===== src/rtl/sa_mux_sel_counter.sv =====
// Step counter and pass-control FSM for one systolic-array pass.
// Walks cnt 0..CNT_MAX, drains the array pipeline, then pulses done.
module sa_mux_sel_counter #(
  parameter int CNT_W        = 4,
  parameter int CNT_MAX      = 8,
  parameter int DRAIN_CYCLES = 2,
  parameter int DRN_W        = 2
) (
  input  logic             clk,
  input  logic             reset,
  input  logic             start,
  input  logic             stall,
  output logic [CNT_W-1:0] cnt,
  output logic             cnt_valid,
  output logic             first,
  output logic             last,
  output logic             busy,
  output logic             done
);

  localparam logic [1:0] S_IDLE  = 2'd0;
  localparam logic [1:0] S_RUN   = 2'd1;
  localparam logic [1:0] S_DRAIN = 2'd2;
  localparam logic [1:0] S_DONE  = 2'd3;

  localparam logic [CNT_W-1:0] CNT_LAST = CNT_W'(CNT_MAX);
  localparam logic [DRN_W-1:0] DRN_LAST = DRN_W'(DRAIN_CYCLES);

  logic [1:0]       state_q, state_d;
  logic [CNT_W-1:0] cnt_q, cnt_d;
  logic [DRN_W-1:0] drn_q, drn_d;
  logic [DRN_W-1:0] drn_inc_s;

  assign drn_inc_s = drn_q + DRN_W'(1);

  // Next-state and counter update logic
  always_comb begin
    state_d = state_q;
    cnt_d   = cnt_q;
    drn_d   = drn_q;
    case (state_q)
      S_IDLE: begin
        cnt_d = '0;
        drn_d = '0;
        if (start) begin
          state_d = S_RUN;
        end else begin
          state_d = S_IDLE;
        end
      end
      S_RUN: begin
        if (stall) begin
          state_d = S_RUN;
        end else if (cnt_q == CNT_LAST) begin
          // cnt stays at CNT_MAX through drain so the decoder never sees a wrap
          drn_d   = '0;
          state_d = (DRAIN_CYCLES == 0) ? S_DONE : S_DRAIN;
        end else begin
          cnt_d = cnt_q + CNT_W'(1);
        end
      end
      S_DRAIN: begin
        if (stall) begin
          state_d = S_DRAIN;
        end else if (drn_inc_s == DRN_LAST) begin
          drn_d   = drn_inc_s;
          state_d = S_DONE;
        end else begin
          drn_d = drn_inc_s;
        end
      end
      S_DONE: begin
        state_d = S_IDLE;
        cnt_d   = '0;
        drn_d   = '0;
      end
      default: begin
        state_d = S_IDLE;
        cnt_d   = '0;
        drn_d   = '0;
      end
    endcase
  end

  // State and counter registers with synchronous reset
  always_ff @(posedge clk) begin
    if (reset) begin
      state_q <= S_IDLE;
      cnt_q   <= '0;
      drn_q   <= '0;
    end else begin
      state_q <= state_d;
      cnt_q   <= cnt_d;
      drn_q   <= drn_d;
    end
  end

  // cnt_valid follows stall within the cycle so a stalled step is never consumed
  assign cnt       = cnt_q;
  assign cnt_valid = (state_q == S_RUN) && !stall;
  assign first     = cnt_valid && (cnt_q == '0);
  assign last      = cnt_valid && (cnt_q == CNT_LAST);
  assign busy      = (state_q != S_IDLE);
  assign done      = (state_q == S_DONE);

endmodule


===== config.mk =====
export PLATFORM = sky130hd
export DESIGN_NAME = sa_mux_sel_counter
export DESIGN_NICKNAME = d
export VERILOG_FILES = /design/src/rtl/sa_mux_sel_counter.sv
export SDC_FILE = /design/constraint.sdc
export NUM_CORES = 1
export LEC_CHECK = 0
export BUFFER_PORTS_ARGS = -buffer_cell sky130_fd_sc_hd__buf_2
export CAP_MARGIN = 30
export CELL_PAD_IN_SITES_DETAIL_PLACEMENT = 1
export CELL_PAD_IN_SITES_GLOBAL_PLACEMENT = 2
export CORE_MARGIN = 4
export CORE_UTILIZATION = 25
export DETAILED_ROUTE_END_ITERATION = 16
export PLACE_DENSITY = 0.73
export SLEW_MARGIN = 30
export SYNTH_ARGS = -nofsm -noshare
export SYNTH_HDL_FRONTEND = slang
export SYNTH_SLANG_ARGS = --single-unit

===== constraint.sdc =====
create_clock -name clk -period 4.8 [get_ports clk]
set_input_delay 0.96 -clock clk [delete_from_list [all_inputs] [get_ports clk]]
set_output_delay 0.96 -clock clk [all_outputs]
set_load 0.01 [all_outputs]

==> results.py, run 1 <==
metrics = {
    "clock_network": {
        "numCtsBuffers": 3,
        "cts_tree": "done",
        "h-tree-depth": 1,
        "postCtsSetupRepairBufs": 0,
        "cts_sinks": 8,
        "clk_latency_ns": 0.25,
        "clockRootBuffer": "clkbuf_4",
        "cts_resized": 0,
        "ctsLongestPathBuffers": 2,
        "clk_pin_slew_ns": 0.05,
        "hold_buffers": 0,
    },
    "sta": {
        "fin_skew_ns": 0.00175,
        "rsz0062_at_grt": "no",
        "tightest_slew_ns": 0.254,
        "fmax_mhz": 357,
        "fin_tns_setup_ns": 0,
        "slew_headroom_pct": 82.8,
        "post-route-period-util_pct": 58.4,
        "slew_viol_final": 0,
        "hold_viol_final": 0,
        "min_period_ns": 2.80,
        "setup_violations": 0,
    },
    "worst_setup_path": {
        "max_stage_delay_ns": 0.32,
        "start_kind": "input port",
        "required_ns": 3.84,
        "critPathArrivalTime_ns": 1.84,
        "cp-end-kind": "output pin",
        "worstSetupPathType": "input port to output pin",
        "cp_max_fo": 7,
        "regToRegEndpoint": "cnt[2]",
        "rr_startpoint": "state_q[0]",
        "r2r_slack_ns": 3.02,
        "crit_top_cell": "buf_2",
        "crit_chain": "buf_2 -> nand2b_1 -> nor4b_1 -> buf_2",
        "rr_worst_depth": 5,
        "slowest_stage": "nor4b_1",
    },
    "routing": {
        "vias": 576,
        "first_iter_violations": 3,
        "ant_nets": 0,
        "wl_um": 1550,
        "firstDrtPassIters": 2,
        "drc_errors": 0,
        "vias_per_cell": 5.14,
        "wl_per_cell_um": 13.8,
    },
    "place": {
        "dp_hpwl_um": 1220,
        "portBuffers": 12,
        "place_congestion": 0.726,
        "dp_cells": 109,
    },
    "yosys": {
        "seq_area_frac_synth_pct": 26.4,
        "ys_warn_count": 0,
        "synth_edf_count": 0,
        "yosysTopAreaCellShare_pct": 26.4,
        "synth_area_leaders": "dfxtp_1, ha_1, inv_1",
        "ys_async_sr_fraction_pct": 0,
        "yosys_most_used_dff": "dfxtp_1",
        "synth_nets": 83,
        "synth_cell_types": 33,
        "synthTopCellsByCount": "ha_1, dfxtp_1, inv_1",
        "netlist_area_um2": 607,
        "ys_ff_latch": 8,
        "synth_top_cell_by_area": "dfxtp_1",
        "avgSynthCellArea_um2": 8.67,
        "yosysMostFrequentCell": "ha_1",
        "synth_cells": 70,
    },
    "min_path": {
        "hold_start": "drn_q[1]",
        "whs_endpoint": "drn_q[1]",
        "worstHoldPathType": "flop to flop",
        "hold-path-cell-count": 2,
    },
    "global_route": {
        "grt_start_max_net_pins": 11,
        "grt_pass1_wl_um": 2730,
        "antenna_found_initial": 0,
        "track_usage_pct": 10.6,
        "grt_pass1_vias": 607,
        "overflow": 0,
    },
    "die": {
        "ios": 13,
        "die_x_um": 57.3,
        "initial_core_util_pct": 26.9,
        "dieHeight_um": 57.3,
        "die-area_um2": 3280,
        "core-area_um2": 2250,
        "rows": 17,
    },
    "layout": {
        "syn_to_final_growth_pct": 18.8,
        "drive_gt1_share_pct": 23.8,
        "final_nets": 99,
        "fin_cells": 112,
        "diodes": 0,
    },
    "outcome": {
        "outcome": "finished, final reports clean",
    },
    "power_and_ir_drop": {
        "ir_drop_v": 0.0000942,
        "p_leak_uw": 0.000310,
        "power_density_nw_per_um2": 217,
    },
    "run": {
        "max_cap_violations": 0,
    },
}
==> critical path, delay by kind of cell <==
family	cells	cell delay [ns]
AND/OR/NAND/NOR	2	0.55
buffers and inverters	2	0.33
==> logic make-up (layout without fill, tap and decap cells) <==
kind of cell | Yosys count | in the layout | synth area share (%)
buf+inv | 9 | 23 | 5.57
mux | 1 | 1 | 1.65
simple gates | 22 | 22 | 23.9
flops | 8 | 8 | 26.4
fa+ha+maj | 9 | 9 | 18.6
compound gates | 21 | 21 | 23.9
==> area by class of cell <==
cell class	instances	area [um^2]
Fill cell	288	1530
Multi-Input combinational cell	53	413
Sequential cell	8	160
Timing Repair Buffer	12	60.1
Tap cell	28	35.0
Inverter	8	30.0
Clock buffer	3	22.5
==> worst max-delay path by stage <==
stage / startpoint / end / slack (ns) / depth (start not counted)
6_report: stall / first / 2.00 / 4
5_1_grt: stall / first / 1.93 / 4
4_1_cts: stall / first / 1.98 / 4
3_5_place_dp: stall / first / 1.99 / 4
3_3_place_gp: stall / first / 1.99 / 4
2_1_floorplan: stall / first / 2.21 / 2
==> report_power, final <==
group	internal [uW]	switching, uW
combinational	14.9	18.4
sequential	68.5	3.78
clock	28.6	22.4
total	112	44.6
==> metal layers <==
metal	track usage, %	share of wire, %
met5	0	0
met4	4.97	0.45
met3	2.71	5.4
met2	17.3	48
met1	12.9	46
==> stage by stage <==
stage	utilization (%)	total power, uW	hold slack [ns]	area, um^2	setup slack [ns]
5_1_grt	32.0	168	0.511	721	1.93
3_3_place_gp	31.0	106	0.486	698	1.99
4_1_cts	32.0	161	0.499	721	1.98
6_report	32.0	157	0.493	721	2.00
3_5_place_dp	31.0	108	0.492	698	1.99
2_1_floorplan	-	95.9	0.452	607	2.21
==> placed cells by master, fill, tap and decap left out, types with 2 or more instances in the layout <==
| master | Yosys | layout |
|---|---|---|
| buf_2 | 0 | 12 |
| a21oi_1 | 5 | 5 |
| nand2b_1 | 4 | 4 |
| o211ai_1 | 2 | 2 |
| ha_1 | 9 | 9 |
| dfxtp_1 | 8 | 8 |
| nand2_1 | 4 | 4 |
| inv_1 | 8 | 8 |
| nor2b_1 | 3 | 3 |
| clkbuf_4 | 0 | 3 |
| o21ai_0 | 3 | 3 |
Power figures use the tool's default switching activity.
==> run 2, diff against run 1 <==
--- a/config.mk
+++ b/config.mk
@@ -5,6 +5,7 @@
 export SDC_FILE = /design/constraint.sdc
 export NUM_CORES = 1
 export LEC_CHECK = 0
+export ABC_AREA = 1
 export BUFFER_PORTS_ARGS = -buffer_cell sky130_fd_sc_hd__buf_2
 export CAP_MARGIN = 30
 export CELL_PAD_IN_SITES_DETAIL_PLACEMENT = 1
@@ -12,7 +13,7 @@
 export CORE_MARGIN = 4
 export CORE_UTILIZATION = 25
 export DETAILED_ROUTE_END_ITERATION = 16
-export PLACE_DENSITY = 0.73
+export PLACE_DENSITY = 0.8
 export SLEW_MARGIN = 30
 export SYNTH_ARGS = -nofsm -noshare
 export SYNTH_HDL_FRONTEND = slang
==> constraint.sdc (replaced) <==
create_clock -name clk -period 2.7 [get_ports clk]
set_input_delay 0.54 -clock clk [delete_from_list [all_inputs] [get_ports clk]]
set_output_delay 0.54 -clock clk [all_outputs]
set_load 0.01 [all_outputs]
==> results.py, run 2 <==
metrics = {
    "outcome": {
        "outcome": "finished, final reports clean",
    },
    "yosys": {
        "yosys_most_used_dff": "dfxtp_1",
        "ys_ff_latch": 8,
        "synth_edf_count": 0,
        "synth_area_leaders": "dfxtp_1, ha_1, nand2_1",
        "synthTopCellsByCount": "nand2_1, inv_1, nor2_1",
        "yosysMostFrequentCell": "nand2_1",
        "synth_top_cell_by_area": "dfxtp_1",
        "netlist_area_um2": 583,
        "ys_async_sr_fraction_pct": 0,
        "synth_cells": 92,
        "seq_area_frac_synth_pct": 27.5,
        "ys_warn_count": 0,
        "synth_nets": 105,
        "yosysTopAreaCellShare_pct": 27.5,
        "avgSynthCellArea_um2": 6.34,
        "synth_cell_types": 9,
    },
    "routing": {
        "firstDrtPassIters": 5,
        "wl_um": 1480,
        "wl_per_cell_um": 11.0,
        "vias_per_cell": 4.55,
        "drc_errors": 0,
        "ant_nets": 0,
        "first_iter_violations": 8,
        "vias": 614,
    },
    "power_and_ir_drop": {
        "p_sw_share_pct": 47.1,
        "ir_drop_v": 0.000291,
        "power_frac_seq_pct": 31.7,
        "p_clk_share_pct": 16.7,
        "power_frac_comb_pct": 51.7,
        "p_leak_uw": 0.000377,
        "intPower_uw": 320,
        "switching_power_uw": 286,
        "power_density_nw_per_um2": 865,
    },
    "die": {
        "die_x_um": 56.3,
        "rows": 17,
        "die-area_um2": 3170,
        "core-area_um2": 2210,
        "ios": 13,
        "initial_core_util_pct": 26.4,
        "dieHeight_um": 56.3,
    },
    "sta": {
        "fmax_mhz": 469,
        "min_period_ns": 2.13,
        "hold_viol_final": 0,
        "fin_skew_ns": 0.00618,
        "tightest_slew_ns": 0.256,
        "setup_violations": 0,
        "slew_headroom_pct": 82.9,
        "setup_ws_ns": 0.569,
        "fin_tns_setup_ns": 0,
        "rsz0062_at_grt": "no",
        "post-route-period-util_pct": 78.9,
        "slew_viol_final": 0,
    },
    "global_route": {
        "grt_pass1_vias": 667,
        "overflow": 0,
        "grt_start_max_net_pins": 8,
        "track_usage_pct": 10.7,
        "grt_pass1_wl_um": 2720,
        "antenna_found_initial": 0,
    },
    "layout": {
        "layout_common_cells": "nand2_1, inv_1, nor2_1",
        "final_util_pct": 31.7,
        "multiInputGateArea_um2": 355,
        "layout_commonest_cell": "nand2_1",
        "final_nets": 122,
        "diodes": 0,
        "syn_to_final_growth_pct": 20.2,
        "final_area_um2": 701,
        "fin_cells": 135,
        "seq_area_um2": 160,
        "drive_gt1_share_pct": 14.0,
        "fill_cells": 310,
    },
    "clock_network": {
        "postCtsSetupRepairBufs": 0,
        "h-tree-depth": 1,
        "clk_pin_slew_ns": 0.06,
        "ctsLongestPathBuffers": 2,
        "hold_buffers": 0,
        "cts_tree": "done",
        "cts_resized": 0,
        "clockRootBuffer": "clkbuf_4",
        "cts_sinks": 8,
        "clk_latency_ns": 0.27,
        "numCtsBuffers": 3,
    },
    "worst_setup_path": {
        "rr_worst_depth": 8,
        "critPathArrivalTime_ns": 1.59,
        "cp-end-kind": "output pin",
        "required_ns": 2.16,
        "worstSetupPathType": "flop to output pin",
        "start_kind": "flop",
        "cp_max_fo": 5,
    },
    "min_path": {
        "worstHoldPathType": "input port to flop",
        "hold-path-cell-count": 2,
    },
    "place": {
        "dp_cells": 132,
        "place_congestion": 0.738,
        "place_area_um2": 678,
        "portBuffers": 12,
        "post-place-ws_ns": 0.876,
        "dp_hpwl_um": 1230,
    },
    "run": {
        "max_cap_violations": 0,
    },
}
[run 2: cells by family (layout without fill, tap and decap cells)]
group | Yosys count | count (layout) | share of synthesized area [%]
simple gates | 47 | 47 | 33.0
buf+inv | 18 | 33 | 11.6
compound gates | 10 | 10 | 8.58
fa+ha+maj | 9 | 9 | 19.3
flops | 8 | 8 | 27.5
[run 2: final timing paths]
kind                                 start        to  slack [ns]
worst max-delay path                  flop     first        0.57
worst min-delay path                 reset  drn_q[1]        0.44
worst max register to register  state_q[0]    cnt[1]        1.05
worst min register to register    drn_q[1]  drn_q[1]        0.46
[run 2: cell type report]
type | instances | area share (%)
multi-input combinational | 66 | 50.7
sequential | 8 | 22.9
inverter | 18 | 9.64
timing repair buffer | 12 | 8.57
tap | 28 | 5.00
clock buffer | 3 | 3.21
[run 2: worst max-delay path, cell delays in order (launching register included)]
cell and delay [ns]:
dfxtp_1 0.33, inv_1 0.15, ha_1 0.24, inv_1 0.06
nor2_1 0.19, inv_1 0.11, nor2_1 0.11, buf_2 0.13
[run 2: power by group through the flow]
| stage | clock, uW | combinational, uW | sequential, uW |
|---|---|---|---|
| 5_1_grt | 108 | 372 | 201 |
| 2_1_floorplan | 0 | 221 | 194 |
| 3_3_place_gp | 0 | 314 | 194 |
| 6_report | 101 | 313 | 192 |
| 3_5_place_dp | 0 | 319 | 196 |
| 4_1_cts | 104 | 322 | 193 |
[run 2: per-stage QoR]
step                hold WS, ns  power, uW
finish                    0.440        606
global route              0.447        682
CTS                       0.441        620
detailed placement        0.461        516
global placement          0.446        508
floorplan                 0.433        415
[run 2: layer usage]
| layer | global-route usage [%] | vias up | wire length (um) |
|---|---|---|---|
| met5 | 0 | - | 0 |
| met4 | 6.10 | 0 | 33 |
| met3 | 1.61 | 5 | 53 |
| met2 | 17.2 | 15 | 663 |
| met1 | 13.5 | 280 | 731 |
| li1 | - | 314 | - |
